**src/rtl/morse_pkg.sv**
```systemverilog
// Shared types and the A..H letter table for the Morse receive and display paths.
package morse_pkg;

  typedef enum logic [2:0] {
    StIdle,
    StPress,
    StGap,
    StEmit,
    StErr,
    StWaitRel
  } state_e;

  localparam logic SymDot  = 1'b0;
  localparam logic SymDash = 1'b1;

  localparam int unsigned NumLetters = 8;

  // Index 0 = A ... 7 = H. Symbol bit0 is the first symbol sent.
  localparam logic [2:0] LetterSize [NumLetters] = '{
    3'd2, 3'd4, 3'd4, 3'd3, 3'd1, 3'd4, 3'd3, 3'd4
  };
  localparam logic [3:0] LetterSym [NumLetters] = '{
    4'b0010, 4'b0001, 4'b0101, 4'b0001, 4'b0000, 4'b0100, 4'b0011, 4'b0000
  };

endpackage

```
**src/rtl/morse_key_decoder_if.sv**
```systemverilog
// Key/tick inputs and letter outputs of the Morse key decoder.
interface morse_key_decoder_if;
  logic       tick_in;
  logic       key_n;
  logic       letter_valid;
  logic [2:0] size_out;
  logic [3:0] sym_out;
  logic [2:0] code_out;
  logic       code_hit;
  logic       err_out;
  logic       busy_out;

  // Decoder side.
  modport master (
    input  tick_in, key_n,
    output letter_valid, size_out, sym_out, code_out, code_hit, err_out, busy_out
  );

  // Stimulus / consumer side.
  modport slave (
    output tick_in, key_n,
    input  letter_valid, size_out, sym_out, code_out, code_hit, err_out, busy_out
  );
endinterface

```
**src/rtl/morse_letter_lookup.sv**
```systemverilog
// Combinational match of a size/symbol pair against the A..H table.
module morse_letter_lookup
  import morse_pkg::*;
(
  input  logic [2:0] size_i,
  input  logic [3:0] sym_i,
  output logic [2:0] code_o,
  output logic       hit_o
);

  // Table entries are unique, so at most one index matches.
  always_comb begin
    code_o = '0;
    hit_o  = 1'b0;
    for (int unsigned i = 0; i < NumLetters; i++) begin
      if (size_i == LetterSize[i] && sym_i == LetterSym[i]) begin
        code_o = 3'(i);
        hit_o  = 1'b1;
      end
    end
  end

endmodule

```
**src/rtl/morse_key_decoder.sv**
```systemverilog
// Times key presses in half-second ticks, builds up to four dot/dash symbols and
// emits the letter after a silent gap.
module morse_key_decoder
  import morse_pkg::*;
#(
  parameter int unsigned DOT_MAX_TICKS    = 2,
  parameter int unsigned DASH_MAX_TICKS   = 6,
  parameter int unsigned LETTER_GAP_TICKS = 3
) (
  input logic               clk,
  input logic               reset,
  morse_key_decoder_if.master bus
);

  localparam logic [2:0] DotMax  = 3'(DOT_MAX_TICKS);
  localparam logic [2:0] DashMax = 3'(DASH_MAX_TICKS);
  localparam logic [2:0] GapMax  = 3'(LETTER_GAP_TICKS);

  state_e     state_q, state_d;
  logic       key_meta_q, key_sync_q;
  logic [2:0] press_cnt_q, press_cnt_d;
  logic [2:0] sym_cnt_q, sym_cnt_d;
  logic [3:0] shreg_q, shreg_d;
  logic [2:0] gap_cnt_q, gap_cnt_d;
  logic [2:0] size_q, code_q;
  logic [3:0] sym_q;
  logic       hit_q;
  logic       load_letter;
  logic       pressed;
  logic [2:0] lk_code;
  logic       lk_hit;

  assign pressed = ~key_sync_q;

  morse_letter_lookup u_lookup (
    .size_i (sym_cnt_q),
    .sym_i  (shreg_q),
    .code_o (lk_code),
    .hit_o  (lk_hit)
  );

  // Two-flop synchronizer for the asynchronous key.
  always_ff @(posedge clk) begin
    if (reset) begin
      key_meta_q <= 1'b0;
      key_sync_q <= 1'b0;
    end else begin
      key_meta_q <= bus.key_n;
      key_sync_q <= key_meta_q;
    end
  end

  // State and symbol-collection registers.
  always_ff @(posedge clk) begin
    if (reset) begin
      state_q     <= StIdle;
      press_cnt_q <= '0;
      sym_cnt_q   <= '0;
      shreg_q     <= '0;
      gap_cnt_q   <= '0;
    end else begin
      state_q     <= state_d;
      press_cnt_q <= press_cnt_d;
      sym_cnt_q   <= sym_cnt_d;
      shreg_q     <= shreg_d;
      gap_cnt_q   <= gap_cnt_d;
    end
  end

  // Next-state logic: press timing, symbol recording and letter closing.
  always_comb begin
    state_d     = state_q;
    press_cnt_d = press_cnt_q;
    sym_cnt_d   = sym_cnt_q;
    shreg_d     = shreg_q;
    gap_cnt_d   = gap_cnt_q;
    load_letter = 1'b0;
    unique case (state_q)
      StIdle: begin
        if (pressed) begin
          state_d     = StPress;
          press_cnt_d = '0;
          sym_cnt_d   = '0;
          shreg_d     = '0;
        end
      end
      StPress: begin
        // Release takes priority over a coincident tick.
        if (!pressed) begin
          if (press_cnt_q == 3'd0) begin
            state_d = (sym_cnt_q != 3'd0) ? StGap : StIdle;
          end else if (press_cnt_q > DashMax || sym_cnt_q == 3'd4) begin
            state_d = StErr;
          end else begin
            shreg_d[sym_cnt_q[1:0]] = (press_cnt_q > DotMax) ? SymDash : SymDot;
            sym_cnt_d = sym_cnt_q + 3'd1;
            gap_cnt_d = '0;
            state_d   = StGap;
          end
        end else if (bus.tick_in && press_cnt_q != 3'd7) begin
          press_cnt_d = press_cnt_q + 3'd1;
        end
      end
      StGap: begin
        // A new press takes priority over a coincident tick.
        if (pressed) begin
          state_d     = StPress;
          press_cnt_d = '0;
        end else if (bus.tick_in) begin
          gap_cnt_d = gap_cnt_q + 3'd1;
          if (gap_cnt_q + 3'd1 == GapMax) begin
            state_d     = StEmit;
            load_letter = 1'b1;
          end
        end
      end
      StEmit:    state_d = StIdle;
      StErr:     state_d = StWaitRel;
      StWaitRel: if (!pressed) state_d = StIdle;
      default:   state_d = StIdle;
    endcase
  end

  // Letter outputs load on entry to EMIT so they are valid alongside the strobe.
  always_ff @(posedge clk) begin
    if (reset) begin
      size_q <= '0;
      sym_q  <= '0;
      code_q <= '0;
      hit_q  <= 1'b0;
    end else if (load_letter) begin
      size_q <= sym_cnt_q;
      sym_q  <= shreg_q;
      code_q <= lk_code;
      hit_q  <= lk_hit;
    end
  end

  assign bus.letter_valid = (state_q == StEmit);
  assign bus.err_out      = (state_q == StErr);
  assign bus.busy_out     = (state_q != StIdle);
  assign bus.size_out     = size_q;
  assign bus.sym_out      = sym_q;
  assign bus.code_out     = code_q;
  assign bus.code_hit     = hit_q;

endmodule
```
**src/flat_wrapper.sv**
```systemverilog
// flat-port wrapper written by rule: the top's interface ports become plain ports
module morse_key_decoder_flat import morse_pkg::*;
#(
  parameter int unsigned DOT_MAX_TICKS    = 2,
  parameter int unsigned DASH_MAX_TICKS   = 6,
  parameter int unsigned LETTER_GAP_TICKS = 3
)
  (clk, reset, bus_tick_in, bus_key_n, bus_letter_valid, bus_size_out, bus_sym_out, bus_code_out, bus_code_hit, bus_err_out, bus_busy_out);
  morse_key_decoder_if bus_i ();
  input logic clk;
  input logic reset;
  input wire logic [$bits(bus_i.tick_in)-1:0] bus_tick_in;
  input wire logic [$bits(bus_i.key_n)-1:0] bus_key_n;
  output wire logic [$bits(bus_i.letter_valid)-1:0] bus_letter_valid;
  output wire logic [$bits(bus_i.size_out)-1:0] bus_size_out;
  output wire logic [$bits(bus_i.sym_out)-1:0] bus_sym_out;
  output wire logic [$bits(bus_i.code_out)-1:0] bus_code_out;
  output wire logic [$bits(bus_i.code_hit)-1:0] bus_code_hit;
  output wire logic [$bits(bus_i.err_out)-1:0] bus_err_out;
  output wire logic [$bits(bus_i.busy_out)-1:0] bus_busy_out;
  assign bus_i.tick_in = bus_tick_in;
  assign bus_i.key_n = bus_key_n;
  assign bus_letter_valid = bus_i.letter_valid;
  assign bus_size_out = bus_i.size_out;
  assign bus_sym_out = bus_i.sym_out;
  assign bus_code_out = bus_i.code_out;
  assign bus_code_hit = bus_i.code_hit;
  assign bus_err_out = bus_i.err_out;
  assign bus_busy_out = bus_i.busy_out;
  morse_key_decoder #(.DOT_MAX_TICKS(DOT_MAX_TICKS), .DASH_MAX_TICKS(DASH_MAX_TICKS), .LETTER_GAP_TICKS(LETTER_GAP_TICKS)) u_core (.clk(clk), .reset(reset), .bus(bus_i));
endmodule
```
**config.mk**
```make
export PLATFORM = sky130hd
export DESIGN_NAME = morse_key_decoder_flat
export DESIGN_NICKNAME = d
export VERILOG_FILES = /design/src/rtl/morse_pkg.sv /design/src/rtl/morse_key_decoder_if.sv /design/src/rtl/morse_letter_lookup.sv /design/src/rtl/morse_key_decoder.sv /design/src/flat_wrapper.sv
export SDC_FILE = /design/constraint.sdc
export NUM_CORES = 1
export LEC_CHECK = 0
export CORE_MARGIN = 2
export CORE_UTILIZATION = 50
export DETAILED_ROUTE_END_ITERATION = 8
export GPL_ROUTABILITY_DRIVEN = 0
export PLACE_DENSITY = 0.71
export SYNTH_ARGS = -nofsm -noshare
export SYNTH_HDL_FRONTEND = slang
export SYNTH_HIERARCHICAL = 1
export SYNTH_SLANG_ARGS = --single-unit
export TNS_END_PERCENT = 20
```
**constraint.sdc**
```tcl
create_clock -name clk -period 2.5 [get_ports clk]
set_input_delay 0.375 -clock clk [delete_from_list [all_inputs] [get_ports clk]]
set_output_delay 0.375 -clock clk [all_outputs]
set_load 0.02 [all_outputs]
```
==> flow_summary.json <==
{
  "status": "finished clean",
  "crit_chain": "inv_1, nor3_1, clkdlybuf4s50_1",
  "fin_crit_sh_pct": 89.1,
  "clockRootBuffer": "clkbuf_4",
  "antenna_left": 0,
  "die-area_um2": 3800,
  "pwr_density_cell_nw_per_um2": 418,
  "hold_slack_ns": 0.460,
  "synth_fa_ha_area_share_pct": 7.52,
  "post-route-util_pct": 61.5,
  "fp.dieH_um": 61.7,
  "synth_common_cells": "dfxtp_1 (29), nor2_1 (16), nand2_1 (14)",
  "cts_resized": 0,
  "min_period_ns": 2.23,
  "finalSetupViolations": 0,
  "ys_dominant_reg_cell": "dfxtp_1",
  "cpMaxStageDelayCell": "clkdlybuf4s50_1",
  "yosysUniqueCellTypes": 51,
  "synth_most_common_cell": "dfxtp_1",
  "grt_pass1_wl_um": 5780,
  "worst_setup_path_start_kind": "flip-flop",
  "synth_top_family_by_area": "simple AND/OR/NAND/NOR gates",
  "antenna_found_initial": 0,
  "synth_area_leader_cell": "dfxtp_1",
  "postCtsSetupRepairBufs": 0,
  "yosysTopAreaCellShare_pct": 34.9,
  "worstSetupPathType": "flip-flop to primary output",
  "worst_pin_slew_ns": 0.784,
  "critPathRequiredTime_ns": 2.12,
  "final_area_um2": 1910,
  "post_dp_cell_area_um2": 1860,
  "routed-via-count": 1368,
  "ys_warn_count": 6,
  "cpLargestDelayFamily": "buffers and inverters",
  "ctsHtreeMaxLevel": 2,
  "cts_tree": "yes",
  "p_leak_nw": 0.690,
  "tns_ns": 0,
  "hold_buffers": 0,
  "critPathBufInv": 2,
  "rows": 20,
  "cts_buffers": 5,
  "placedCellCount": 236,
  "cp_max_fo": 9,
  "hold_class": "flip-flop to flip-flop",
  "portBuffers": 17,
  "hpwlAfterDp_um": 2490,
  "finalClockSkew_ns": 0.0104,
  "design.portCount": 18,
  "synth-simple-area-share_pct": 26.9,
  "synthesis.nets": 194,
  "dr.pass1.iters": 4,
  "synth_mux_area_share_pct": 7.90,
  "drv_slew": 0,
  "syn2layout_area_growth_pct": 14.7,
  "min_path_cells": 1,
  "arrival_ns": 1.85,
  "drtIter0Drc": 37,
  "synth_enable_flop_cells": 0,
  "antenna_cells": 0,
  "layout.nets": 213,
  "layoutNonFillerInstCount": 244,
  "hold_viol_final": 0,
  "die_x_um": 61.7,
  "ys_seq_elements": 29,
  "initial_core_util_pct": 53.6,
  "drive_gt1_share_pct": 11.5,
  "clockBufferDepth": 2,
  "grt.overflow.total": 0,
  "yosys-top-cells-area": "dfxtp_1 (35%), ha_1 (7.5%), mux2i_1 (7.2%)",
  "synth_compound_area_share_pct": 16.2,
  "yosys.area_share.xor_xnor_pct": 1.05,
  "grt_max_degree": 21,
  "max_stage_delay_ns": 0.63,
  "insertion_delay_ns": 0.33,
  "fmax_mhz": 449,
  "drc": 0,
  "grt_pass1_vias": 1243,
  "grtUsageTotal_pct": 20.9,
  "max_slew_margin_pct": 47.2,
  "core-area_um2": 3100,
  "wl_per_cell_um": 14.3,
  "r2r_cells": 6,
  "critPathCaptureType": "primary output",
  "wl_um": 3500,
  "async_flop_share_pct": 0,
  "vias_per_cell": 5.61,
  "clock-sinks": 29,
  "avgSynthCellArea_um2": 9.24,
  "cap_violations": 0,
  "peakVddDrop_mv": 0.201,
  "rsz0062_at_grt": "no",
  "worstSetupPathDepth": 3,
  "clk_pin_slew_worst_paths_ns": 0.10,
  "ys_seq_area_share_pct": 34.9,
  "syn_area_um2": 1660,
  "synthCells": 180
}
path summary, 6_finish.rpt:
kind                  startpoint                end  slack [ns]
max            u_core/state_q[2]        bus_err_out        0.27
min            u_core/key_meta_q  u_core/key_sync_q        0.46
max reg2reg  u_core/sym_cnt_q[1]  u_core/shreg_q[1]        0.35
min reg2reg    u_core/key_meta_q  u_core/key_sync_q        0.46
layout make-up:
type | instances | area, µm²
Timing Repair Buffer | 20 | 193
Fill cell | 300 | 1200
Clock inverter | 2 | 10.0
Multi-Input combinational cell | 133 | 990
Tap cell | 44 | 55.1
Sequential cell | 29 | 581
Inverter | 10 | 37.5
Clock buffer | 6 | 41.3
through the flow:
stage / worst slack (ns) / power [mW]
after floorplan: 0.719 / 0.517
after global placement: 0.593 / 0.533
after detailed placement: 0.394 / 0.535
after CTS: 0.256 / 0.809
after global routing: 0.175 / 0.838
final: 0.273 / 0.797
metal layers:
layer  track usage (%)  share of wire, %
met1              27.5                50
met4              6.69               1.2
met3              6.93               3.8
met5                 0                 0
met2              32.2                45
cell usage in the layout, fill, tap and decap left out, types with 2 or more instances in the layout:
cell | Yosys | final
dfxtp_1 | 29 | 29
clkdlybuf4s50_1 | 0 | 17
nor2_1 | 16 | 16
nand2_1 | 14 | 14
mux2i_1 | 12 | 12
inv_1 | 10 | 10
ha_1 | 10 | 10
nor2b_1 | 9 | 9
a21oi_1 | 7 | 7
clkbuf_4 | 0 | 5
nor3_1 | 4 | 4
nand2b_1 | 4 | 4
nand3_1 | 4 | 4
a32o_1 | 4 | 4
o211ai_1 | 3 | 3
or3_1 | 3 | 3
o2111ai_1 | 3 | 3
buf_4 | 0 | 3
clkinv_2 | 0 | 2
nor3b_1 | 2 | 2
nor4_1 | 2 | 2
o21ai_2 | 2 | 2
o31ai_1 | 2 | 2
or3b_2 | 2 | 2
a22oi_1 | 2 | 2
a211oi_1 | 2 | 2
cells by family (layout without fill, tap and decap cells):
| family | after synthesis | after routing |
|---|---|---|
| AOI/OAI and AO/OA | 34 | 34 |
| xor gates and xnor gates | 2 | 2 |
| and+or+nand+nor | 74 | 74 |
| DFF | 29 | 29 |
| muxes | 13 | 13 |
| adders and majority gates | 10 | 10 |
| buffers and inverters | 18 | 38 |
registers in the layout (all words and copies together), names as in the netlist:
| name | cells |
|---|---|
| u_core/key_sync_q | 1 |
| u_core/key_meta_q | 1 |
| u_core/state_q | 3 |
| u_core/gap_cnt_q | 3 |
| u_core/shreg_q | 4 |
| u_core/bus.code_hit | 1 |
| u_core/press_cnt_q | 3 |
| u_core/bus.size_out | 3 |
| u_core/bus.sym_out | 4 |
| u_core/sym_cnt_q | 3 |
| u_core/bus.code_out | 3 |
power by group:
part	leakage [nW]	internal (mW)	switching, mW
combinational	0.423	0.0210	0.0303
sequential	0.234	0.466	0.00772
clock	0.0320	0.107	0.165
worst reg2reg max path: stages (launching register included):
cell and delay (ns):
dfxtp_1 0.56, inv_1 0.12, ha_1 0.25, nand2_1 0.10, nand2_1 0.14, nor4_1 0.72
a32o_1 0.21
Note: power is estimated with default switching activity, not from simulation.
